[src/rtl/conveyor_drain_pkg.sv]
// Shared sizing and lane-slicing helpers for the conveyor drain and the pool merger.
package conveyor_drain_pkg;

    localparam int unsigned NUM_REGS     = 8;
    localparam int unsigned STAMP_W      = 3;
    localparam int unsigned TAKE_W       = 5;
    localparam int unsigned IDX_W        = 3;

    localparam int unsigned STAMP_FLAT_W = NUM_REGS * STAMP_W;
    localparam int unsigned TAKE_FLAT_W  = NUM_REGS * TAKE_W;

    // Narrow select widths keep part-select bases exactly as wide as the vectors need.
    localparam int unsigned STAMP_SEL_W  = $clog2(STAMP_FLAT_W);
    localparam int unsigned TAKE_SEL_W   = $clog2(TAKE_FLAT_W);

    typedef logic [IDX_W-1:0]   reg_idx_t;
    typedef logic [STAMP_W-1:0] stamp_t;
    typedef logic [TAKE_W-1:0]  take_t;

    // Extract lane 'lane' from a flat stamp bus.
    function automatic stamp_t stamp_lane(input logic [STAMP_FLAT_W-1:0] flat,
                                          input reg_idx_t                lane);
        logic [STAMP_SEL_W-1:0] base;
        base = STAMP_SEL_W'(lane) * STAMP_SEL_W'(STAMP_W);
        return flat[base +: STAMP_W];
    endfunction

    // Extract lane 'lane' from a flat take bus.
    function automatic take_t take_lane(input logic [TAKE_FLAT_W-1:0] flat,
                                        input reg_idx_t               lane);
        logic [TAKE_SEL_W-1:0] base;
        base = TAKE_SEL_W'(lane) * TAKE_SEL_W'(TAKE_W);
        return flat[base +: TAKE_W];
    endfunction

    // Round-robin successor; the 3-bit index wraps 7 -> 0 on its own.
    function automatic reg_idx_t next_ptr(input reg_idx_t idx);
        return idx + reg_idx_t'(1);
    endfunction

endpackage

[src/rtl/rr_arbiter8.sv]
// Eight-way round-robin picker: first requester at or after ptr, searching upward with wrap.
module rr_arbiter8
    import conveyor_drain_pkg::*;
(
    input  logic [NUM_REGS-1:0] req,
    input  reg_idx_t            ptr,
    output logic                gnt_valid,
    output reg_idx_t            gnt_idx
);

    reg_idx_t w_idx;

    // Scan from the farthest offset down so the nearest requester to ptr wins last.
    always_comb begin
        gnt_valid = 1'b0;
        gnt_idx   = ptr;
        w_idx     = '0;
        for (int k = NUM_REGS - 1; k >= 0; k--) begin
            w_idx = ptr + reg_idx_t'(k);
            if (req[w_idx]) begin
                gnt_valid = 1'b1;
                gnt_idx   = w_idx;
            end
        end
    end

endmodule

[src/rtl/conveyor_drain.sv]
// Collects per-register stamps and takes, then drains pending takes one per cycle
// through a registered writeback stage with valid/ready handshake.
module conveyor_drain
    import conveyor_drain_pkg::*;
(
    input  logic                    clk,
    input  logic                    rst,
    input  logic [STAMP_FLAT_W-1:0] conveyor_stamp_flat,
    input  logic [NUM_REGS-1:0]     conveyor_stamp_in,
    input  logic [TAKE_FLAT_W-1:0]  conveyor_take_flat,
    input  logic [NUM_REGS-1:0]     conveyor_take_in,
    input  logic                    flush,
    output logic                    wb_valid,
    input  logic                    wb_ready,
    output reg_idx_t                wb_reg,
    output take_t                   wb_take,
    output stamp_t                  wb_stamp,
    output logic [NUM_REGS-1:0]     busy,
    output logic [NUM_REGS-1:0]     drop_pulse
);

    // Per-register holding state.
    stamp_t              r_stamp [NUM_REGS];
    take_t               r_take  [NUM_REGS];
    logic [NUM_REGS-1:0] r_pend;
    logic [NUM_REGS-1:0] r_drop;
    reg_idx_t            r_ptr;

    // Writeback stage.
    logic                r_wb_valid;
    reg_idx_t            r_wb_reg;
    take_t               r_wb_take;
    stamp_t              r_wb_stamp;

    logic                w_free;
    logic                w_gnt_valid;
    reg_idx_t            w_gnt_idx;
    logic                w_issue;
    logic [NUM_REGS-1:0] w_win;
    logic [NUM_REGS-1:0] w_take_acc;
    logic [NUM_REGS-1:0] w_pend_nxt;
    logic [NUM_REGS-1:0] w_drop_nxt;

    rr_arbiter8 u_arb (
        .req       (r_pend),
        .ptr       (r_ptr),
        .gnt_valid (w_gnt_valid),
        .gnt_idx   (w_gnt_idx)
    );

    // Issue decision, pending-set update and overwrite detection.
    always_comb begin
        w_free     = !r_wb_valid || wb_ready;
        w_issue    = w_free && w_gnt_valid && !flush;
        w_win      = '0;
        if (w_issue) begin
            w_win[w_gnt_idx] = 1'b1;
        end
        // Flush discards same-edge takes outright.
        w_take_acc = flush ? '0 : conveyor_take_in;
        // A take for the lane being issued re-arms it instead of counting as a drop.
        w_pend_nxt = flush ? '0 : ((r_pend & ~w_win) | w_take_acc);
        w_drop_nxt = w_take_acc & r_pend & ~w_win;
    end

    // Lane registers: stamps always latch (even on flush), takes only when accepted.
    always_ff @(posedge clk) begin
        if (rst) begin
            for (int unsigned i = 0; i < NUM_REGS; i++) begin
                r_stamp[i] <= '0;
                r_take[i]  <= '0;
            end
            r_pend <= '0;
            r_drop <= '0;
        end else begin
            for (int unsigned i = 0; i < NUM_REGS; i++) begin
                if (conveyor_stamp_in[i]) begin
                    r_stamp[i] <= stamp_lane(conveyor_stamp_flat, reg_idx_t'(i));
                end
                if (w_take_acc[i]) begin
                    r_take[i] <= take_lane(conveyor_take_flat, reg_idx_t'(i));
                end
            end
            r_pend <= w_pend_nxt;
            r_drop <= w_drop_nxt;
        end
    end

    // Writeback stage load/hold/drain and round-robin pointer advance.
    always_ff @(posedge clk) begin
        if (rst) begin
            r_wb_valid <= 1'b0;
            r_wb_reg   <= '0;
            r_wb_take  <= '0;
            r_wb_stamp <= '0;
            r_ptr      <= '0;
        end else if (flush) begin
            r_wb_valid <= 1'b0;
        end else if (w_free) begin
            r_wb_valid <= w_gnt_valid;
            if (w_gnt_valid) begin
                r_wb_reg   <= w_gnt_idx;
                r_wb_take  <= r_take[w_gnt_idx];
                r_wb_stamp <= r_stamp[w_gnt_idx];
                r_ptr      <= next_ptr(w_gnt_idx);
            end
        end
    end

    // Busy covers both pending lanes and the lane currently sitting in writeback.
    always_comb begin
        for (int unsigned i = 0; i < NUM_REGS; i++) begin
            busy[i] = r_pend[i] | (r_wb_valid && (r_wb_reg == reg_idx_t'(i)));
        end
    end

    assign wb_valid   = r_wb_valid;
    assign wb_reg     = r_wb_reg;
    assign wb_take    = r_wb_take;
    assign wb_stamp   = r_wb_stamp;
    assign drop_pulse = r_drop;

endmodule

[config.mk]
export PLATFORM = sky130hd
export DESIGN_NAME = conveyor_drain
export DESIGN_NICKNAME = d
export VERILOG_FILES = /design/src/rtl/conveyor_drain_pkg.sv /design/src/rtl/rr_arbiter8.sv /design/src/rtl/conveyor_drain.sv
export SDC_FILE = /design/constraint.sdc
export NUM_CORES = 1
export LEC_CHECK = 0
export CAP_MARGIN = 20
export CORE_MARGIN = 5
export CORE_UTILIZATION = 48
export DETAILED_ROUTE_END_ITERATION = 16
export PLACE_DENSITY = 0.85
export SETUP_SLACK_MARGIN = 0.4
export SLEW_MARGIN = 20
export SYNTH_ARGS = -nofsm -noshare
export SYNTH_HDL_FRONTEND = slang
export SYNTH_SLANG_ARGS = --single-unit
[constraint.sdc]
create_clock -name clk -period 6.5 [get_ports clk]
set_input_delay 1.95 -clock clk [delete_from_list [all_inputs] [get_ports clk]]
set_output_delay 1.95 -clock clk [all_outputs]
set_load 0.01 [all_outputs]
### Yosys cells after proc, flatten, opt, wreduce, memory -nomap -nowiden

Memory sizes are Yosys's and may differ from the RTL's. A register that Yosys moved wholly into a read port is not among the register bits.
Cells that the tools add are included.

* add/sub/neg operators: 8
* $mul: 0
* divide/modulo/power cells: 0
* magnitude comparators: 10
* equality and inequality tests: 7
* shifts and indexed selects: 0
* multiplexer cells: 102
* bitwise operators: 30
* reductions and logical operators: 17

Operator list (number)
* 1-bit two-way mux: 67
* 3-bit two-way mux: 16
* 5-bit two-way mux: 8
* 3-bit by 4-bit less-than comparator with 1-bit output (second input constant): 9
* 8-bit AND: 3
* 1-bit binary-select mux with 3-bit select: 8
* 1-bit OR: 24
* 8-bit two-way mux: 2
* 3-bit adder (second input constant): 4
* 3-bit == test (second input constant): 4
* 1-bit logical AND: 11
* 8-bit NOT: 1
* 8-bit OR: 1
* 3-bit by 1-bit adder with 3-bit output (second input constant): 2
* 3-bit by 2-bit adder with 3-bit output (second input constant): 2
* 3-bit by 2-bit == test with 1-bit output (second input constant): 2
* 1-bit demux with 3-bit select: 1
* 3-bit by 1-bit == test with 1-bit output (second input constant): 1
* 3-bit by 1-bit >= comparator with 1-bit output (second input constant): 1
* 3-bit logical NOT: 1
* 3-bit AND reduction: 1
* 1-bit logical NOT: 2
* 2-bit OR reduction: 1
* 1-bit logical OR: 1
* 1-bit NOT: 1

* flip-flop bits (word level): 23
* bits in latches: 0
* memory bits (writable): 64
* memory bits (read-only): 0
* input bits: 84
* output and inout port bits: 28
* word-level logic and storage cells: 181
* memories kept: 2

Memories
* r_take: depth 8, bits a word 5, read ports 1, clocked after Yosys merged registers in 1, write ports 8, RTL line conveyor_drain.sv:24 `take_t r_take [NUM_REGS];`
* r_stamp: depth 8, bits a word 3, read ports 1, clocked after Yosys merged registers in 1, write ports 8, RTL line conveyor_drain.sv:23 `stamp_t r_stamp [NUM_REGS];`

### Logic depth before layout (Yosys ltp)

* word-level depth: 19
* gate-level depth with buffers: 16
* gate-level depth less buffers: 11

### By module

A second synthesis with hierarchy kept.

* cell total of the unflattened synthesis: 436
* area, all modules: 5086.1 um2

By module, submodules not included
* conveyor_drain: instances 1, cells an instance 344, area each 4295.4 um2, sequential area each 2542.4 um2
* rr_arbiter8: instances 1, cells an instance 92, area each 790.8 um2, sequential area each 0.0 um2

### Worst setup path after synthesis

No wires, ideal clock.

* kind: flip-flop to flip-flop
* start point: register r_ptr[1]
* end point: register r_wb_take[4], in the netlist wb_take[4] (read register of r_take)
* setup time: 0.124 ns
* arrival: 3.829 ns
* required time: 6.376 ns
* setup slack: 2.546 ns
* stages on the path, launching flop included: 16
* path buffers: 5
* clock period less this slack: 3.954 ns
* path through: dfxtp_1 -> buf_4 -> clkbuf_1 -> inv_1 -> ha_1 -> buf_2 -> buf_2 -> a211oi_1 -> a221oi_1 -> nor4_1 -> or4b_4 -> o21ai_4 -> buf_6 -> mux2_1 -> a22oi_1 -> nand3_1

* cells in the longest elaborated chain, start to end: 12
* elaborated cells between the ends (all ways): 40
* classes of those cells: add/sub (7); mux (32); reduce/logical (1)

RTL lines
* start, declared: RTL line conveyor_drain.sv:27 `reg_idx_t r_ptr;`
* start signal, assigned: RTL line conveyor_drain.sv:105 `r_ptr <= next_ptr(w_gnt_idx);`
* 3-bit adder: RTL line rr_arbiter8.sv:19 `w_idx = ptr + reg_idx_t'(k);`
* 1-bit binary-select mux with 3-bit select: RTL line rr_arbiter8.sv:20 `if (req[w_idx]) begin`
* 1-bit two-way mux (not written as such): RTL line rr_arbiter8.sv:20
* 1-bit two-way mux (8 in series): RTL line rr_arbiter8.sv:20
* 3-bit AND reduction (no source line)
* end, declared: RTL line conveyor_drain.sv:32 `take_t r_wb_take;`

Parallel ways exist; a longest one is shown, timed or not. The select of a mux whose other input is x is not followed.
A chain may end at the register's enable or synchronous reset.

### Worst setup path in the final report

* start point: register r_ptr[0]
* end point: register r_wb_take[4], in the netlist wb_take[4] (read register of r_take)

Same word-level chain as after synthesis.

==> impl_metrics.py <==
metrics = {
    "global_routing": {
        "grt_util_met2": 0.340,
        "grt_pass1_vias": 4055,
        "grt_use_met1": 0.242,
        "grt_pass1_wl_um": 19900,
        "overflow": 0,
        "use_met3": 0.0333,
        "grt_busiest_layer": "met2",
        "grt.total_usage": 0.194,
        "grt_max_degree": 39,
        "antenna_found_initial": 0,
    },
    "synth": {
        "synthArstFlopShare": 0,
        "yosysWarnings": 0,
        "synth.cell_area_um2": 5220,
        "syn_nets": 543,
        "ys_seq_area_frac": 0.487,
        "syn_inst": 457,
        "ys_ff_latch": 95,
        "syn_area_per_cell_um2": 11.4,
        "yosys_most_used_dff": "edfxtp_1",
        "synth-edff-count": 64,
        "ys_types": 55,
    },
    "floorplanning": {
        "dieWidth_um": 114,
        "core_um2": 10700,
        "initial_core_util": 0.486,
        "dieArea_um2": 13100,
        "io_pins": 112,
        "die_h_um": 114,
        "rows": 38,
    },
    "pwr": {
        "switching_share": 0.403,
        "combPwrFrac": 0.576,
        "power_frac_clock": 0.125,
        "p_total_w": 0.00270,
        "p_int_w": 0.00161,
        "peakVddDrop_mv": 0.321,
        "power_density_nw_per_um2": 412,
        "power.leakage_nw": 2.54,
        "netSwitchingPower_w": 0.00109,
        "p_seq_frac": 0.299,
    },
    "clock_tree": {
        "clockBufferDepth": 2,
        "postCtsHoldBufs": 0,
        "path_clk_slew_ps": 80,
        "cts_sinks": 95,
        "cts_tree": "done",
        "cts.htree.levels": 3,
        "clk_latency_ps": 360,
        "postCtsResizedCells": 0,
        "cts_setup_buffers": 0,
        "cts_buffers": 9,
        "cts_root_buf": "clkbuf_8",
    },
    "worst_setup_path": {
        "worstReg2RegEnd": "wb_take[4]",
        "reg2reg_slack_ps": 1390,
        "critPathArrivalTime_ps": 5350,
        "start_kind": "register",
        "reg2regPathDepth": 12,
        "crit_required_ps": 6740,
        "worstSetupPathType": "reg -> reg",
        "critPathMaxFanout": 27,
        "r2r-start": "r_ptr[0]",
        "cp-end-kind": "register",
    },
    "sta": {
        "skew_ps": 7.36,
        "worstMarginPinSlew_ps": 879,
        "final.setup.tns_ps": 0,
        "period_minus_slack_ps": 5110,
        "finalCritPeriodShare": 0.786,
        "max-slew-margin-rel": 0.413,
        "fmax_mhz": 196,
        "rsz0062_at_grt": "false",
        "hold_viol": 0,
        "setup_viol": 0,
        "drv_slew": 0,
    },
    "final_layout": {
        "nets": 639,
        "largest_register": "r_take",
        "final_common_cell": "clkdlybuf4s50_1",
        "fin_util": 0.610,
        "diodes": 0,
        "drive_gt1_frac": 0.134,
        "synthToLayoutAreaGrowth_pct": 25.6,
        "design_area_um2": 6560,
        "fillCellCount": 870,
        "largest_reg_flops": 40,
        "layout_common_cells": "111 x clkdlybuf4s50_1, 64 x edfxtp_1, 31 x and3_1, 31 x dfxtp_1, 27 x nor2b_1",
        "reg_top3": "r_take (40), r_stamp (24)",
    },
    "run_status": {
        "outcome": "finished, final reports clean",
    },
    "place": {
        "hpwl_um": 9590,
        "placed_cell_area_um2": 6370,
        "place.port_buffers": 111,
        "gp_congestion": 0.949,
    },
    "drt": {
        "vias_per_cell": 5.72,
        "dr.pass1.iters": 5,
        "wl_per_cell_um": 18.1,
        "ant_nets": 0,
        "initialDrtViolationCount": 257,
        "vias": 3991,
        "drc": 0,
        "wl_um": 12600,
    },
    "hold_path": {
        "hp-class": "reg -> reg",
        "hp-start": "wb_stamp[2]",
        "whs_path_depth": 2,
        "worst_hold_path.endpoint": "wb_stamp[2]",
    },
    "flow_run": {
        "max_cap_viol_count": 0,
    },
}
per-stage QoR:
step | std cells | setup WS [ps] | hold slack, ps
after floorplan | 457 | 2550 | 531
after global routing | 698 | 1080 | 561
after CTS | 697 | 1180 | 539
after detailed placement | 681 | 1150 | 515
after global placement | 681 | 1420 | 519
final | 698 | 1390 | 539
worst max-delay path by stage:
stage	cells past startpoint	slack, ps	start	end
after CTS	11	1180	r_ptr[0]	wb_stamp[0]
after detailed placement	11	1150	r_ptr[0]	wb_stamp[0]
after global placement	11	1420	r_ptr[0]	wb_stamp[1]
after global routing	12	1080	r_ptr[0]	wb_take[4]
final	12	1390	r_ptr[0]	wb_take[4]
after floorplan	15	2550	r_ptr[1]	wb_take[4]
synthesized netlist by cell type, types with 3 or more instances:
library cell   n  share of area
a211oi_1       5         0.0072
a21o_1        12          0.017
a21oi_1       13          0.012
a221oi_1       4         0.0067
a22oi_1       19          0.027
a31o_2         5         0.0084
a41o_1         3         0.0058
and2_1        18          0.022
and3_1        31          0.037
buf_2          5         0.0048
buf_6          5          0.011
clkbuf_1      16          0.012
dfxtp_1       31           0.12
edfxtp_1      64           0.37
inv_1         16          0.012
mux2_1        16          0.035
mux2_2        23          0.050
mux2i_1        9          0.017
mux2i_4        3          0.013
mux4_2        11          0.047
nand2_1       19          0.014
nand2b_1       5         0.0060
nand3_1       12          0.012
nor2_1        20          0.014
nor2b_1       27          0.032
nor3_1        10         0.0096
o21ai_0        6         0.0058
or2_2         10          0.012
xnor2_1        5         0.0084
xor2_1         3         0.0050
cell families after synthesis:
kind of cell,Yosys count,share of synthesized area
compound gates,87,0.124
xor+xnor,8,0.0134
fa+ha+maj,2,0.00479
buf+inv,45,0.0417
flops,95,0.487
mux,62,0.162
simple gates,158,0.168
layer usage:
layer | part of all wire | wire [um]
met4 | 0.021 | 263
met5 | 0 | 0
met2 | 0.50 | 6350
met3 | 0.074 | 929
met1 | 0.40 | 5090
layout make-up:
cell class	instances	area (um^2)	share of cell area
Sequential cell	95	2540	0.388
Timing Repair Buffer	114	1150	0.176
Multi-Input combinational cell	317	2460	0.375
Tap cell	140	175	0.0267
Clock buffer	11	131	0.0200
Clock inverter	5	33.8	0.00515
Inverter	16	60.1	0.00916
power by group through the flow:
stage                     Clock, W  Sequential [W]  Combinational [W]
after detailed placement         0        0.000820            0.00146
after global routing      0.000365        0.000818            0.00167
final                     0.000337        0.000808            0.00155
after global placement           0        0.000816            0.00142
after CTS                 0.000341        0.000805            0.00147
after floorplan                  0        0.000770            0.00123
worst max-delay path, stage by stage, from the launching register on:
cell	delay (ps)
dfxtp_1	900
inv_1	330
ha_1	840
mux2_2	300
mux2i_1	80
a221oi_1	510
nor4_1	110
or4b_4	540
o21ai_4	410
buf_16	230
mux2_1	350
a22oi_1	240
nand3_1	120
Power figures use the tool's default switching activity.
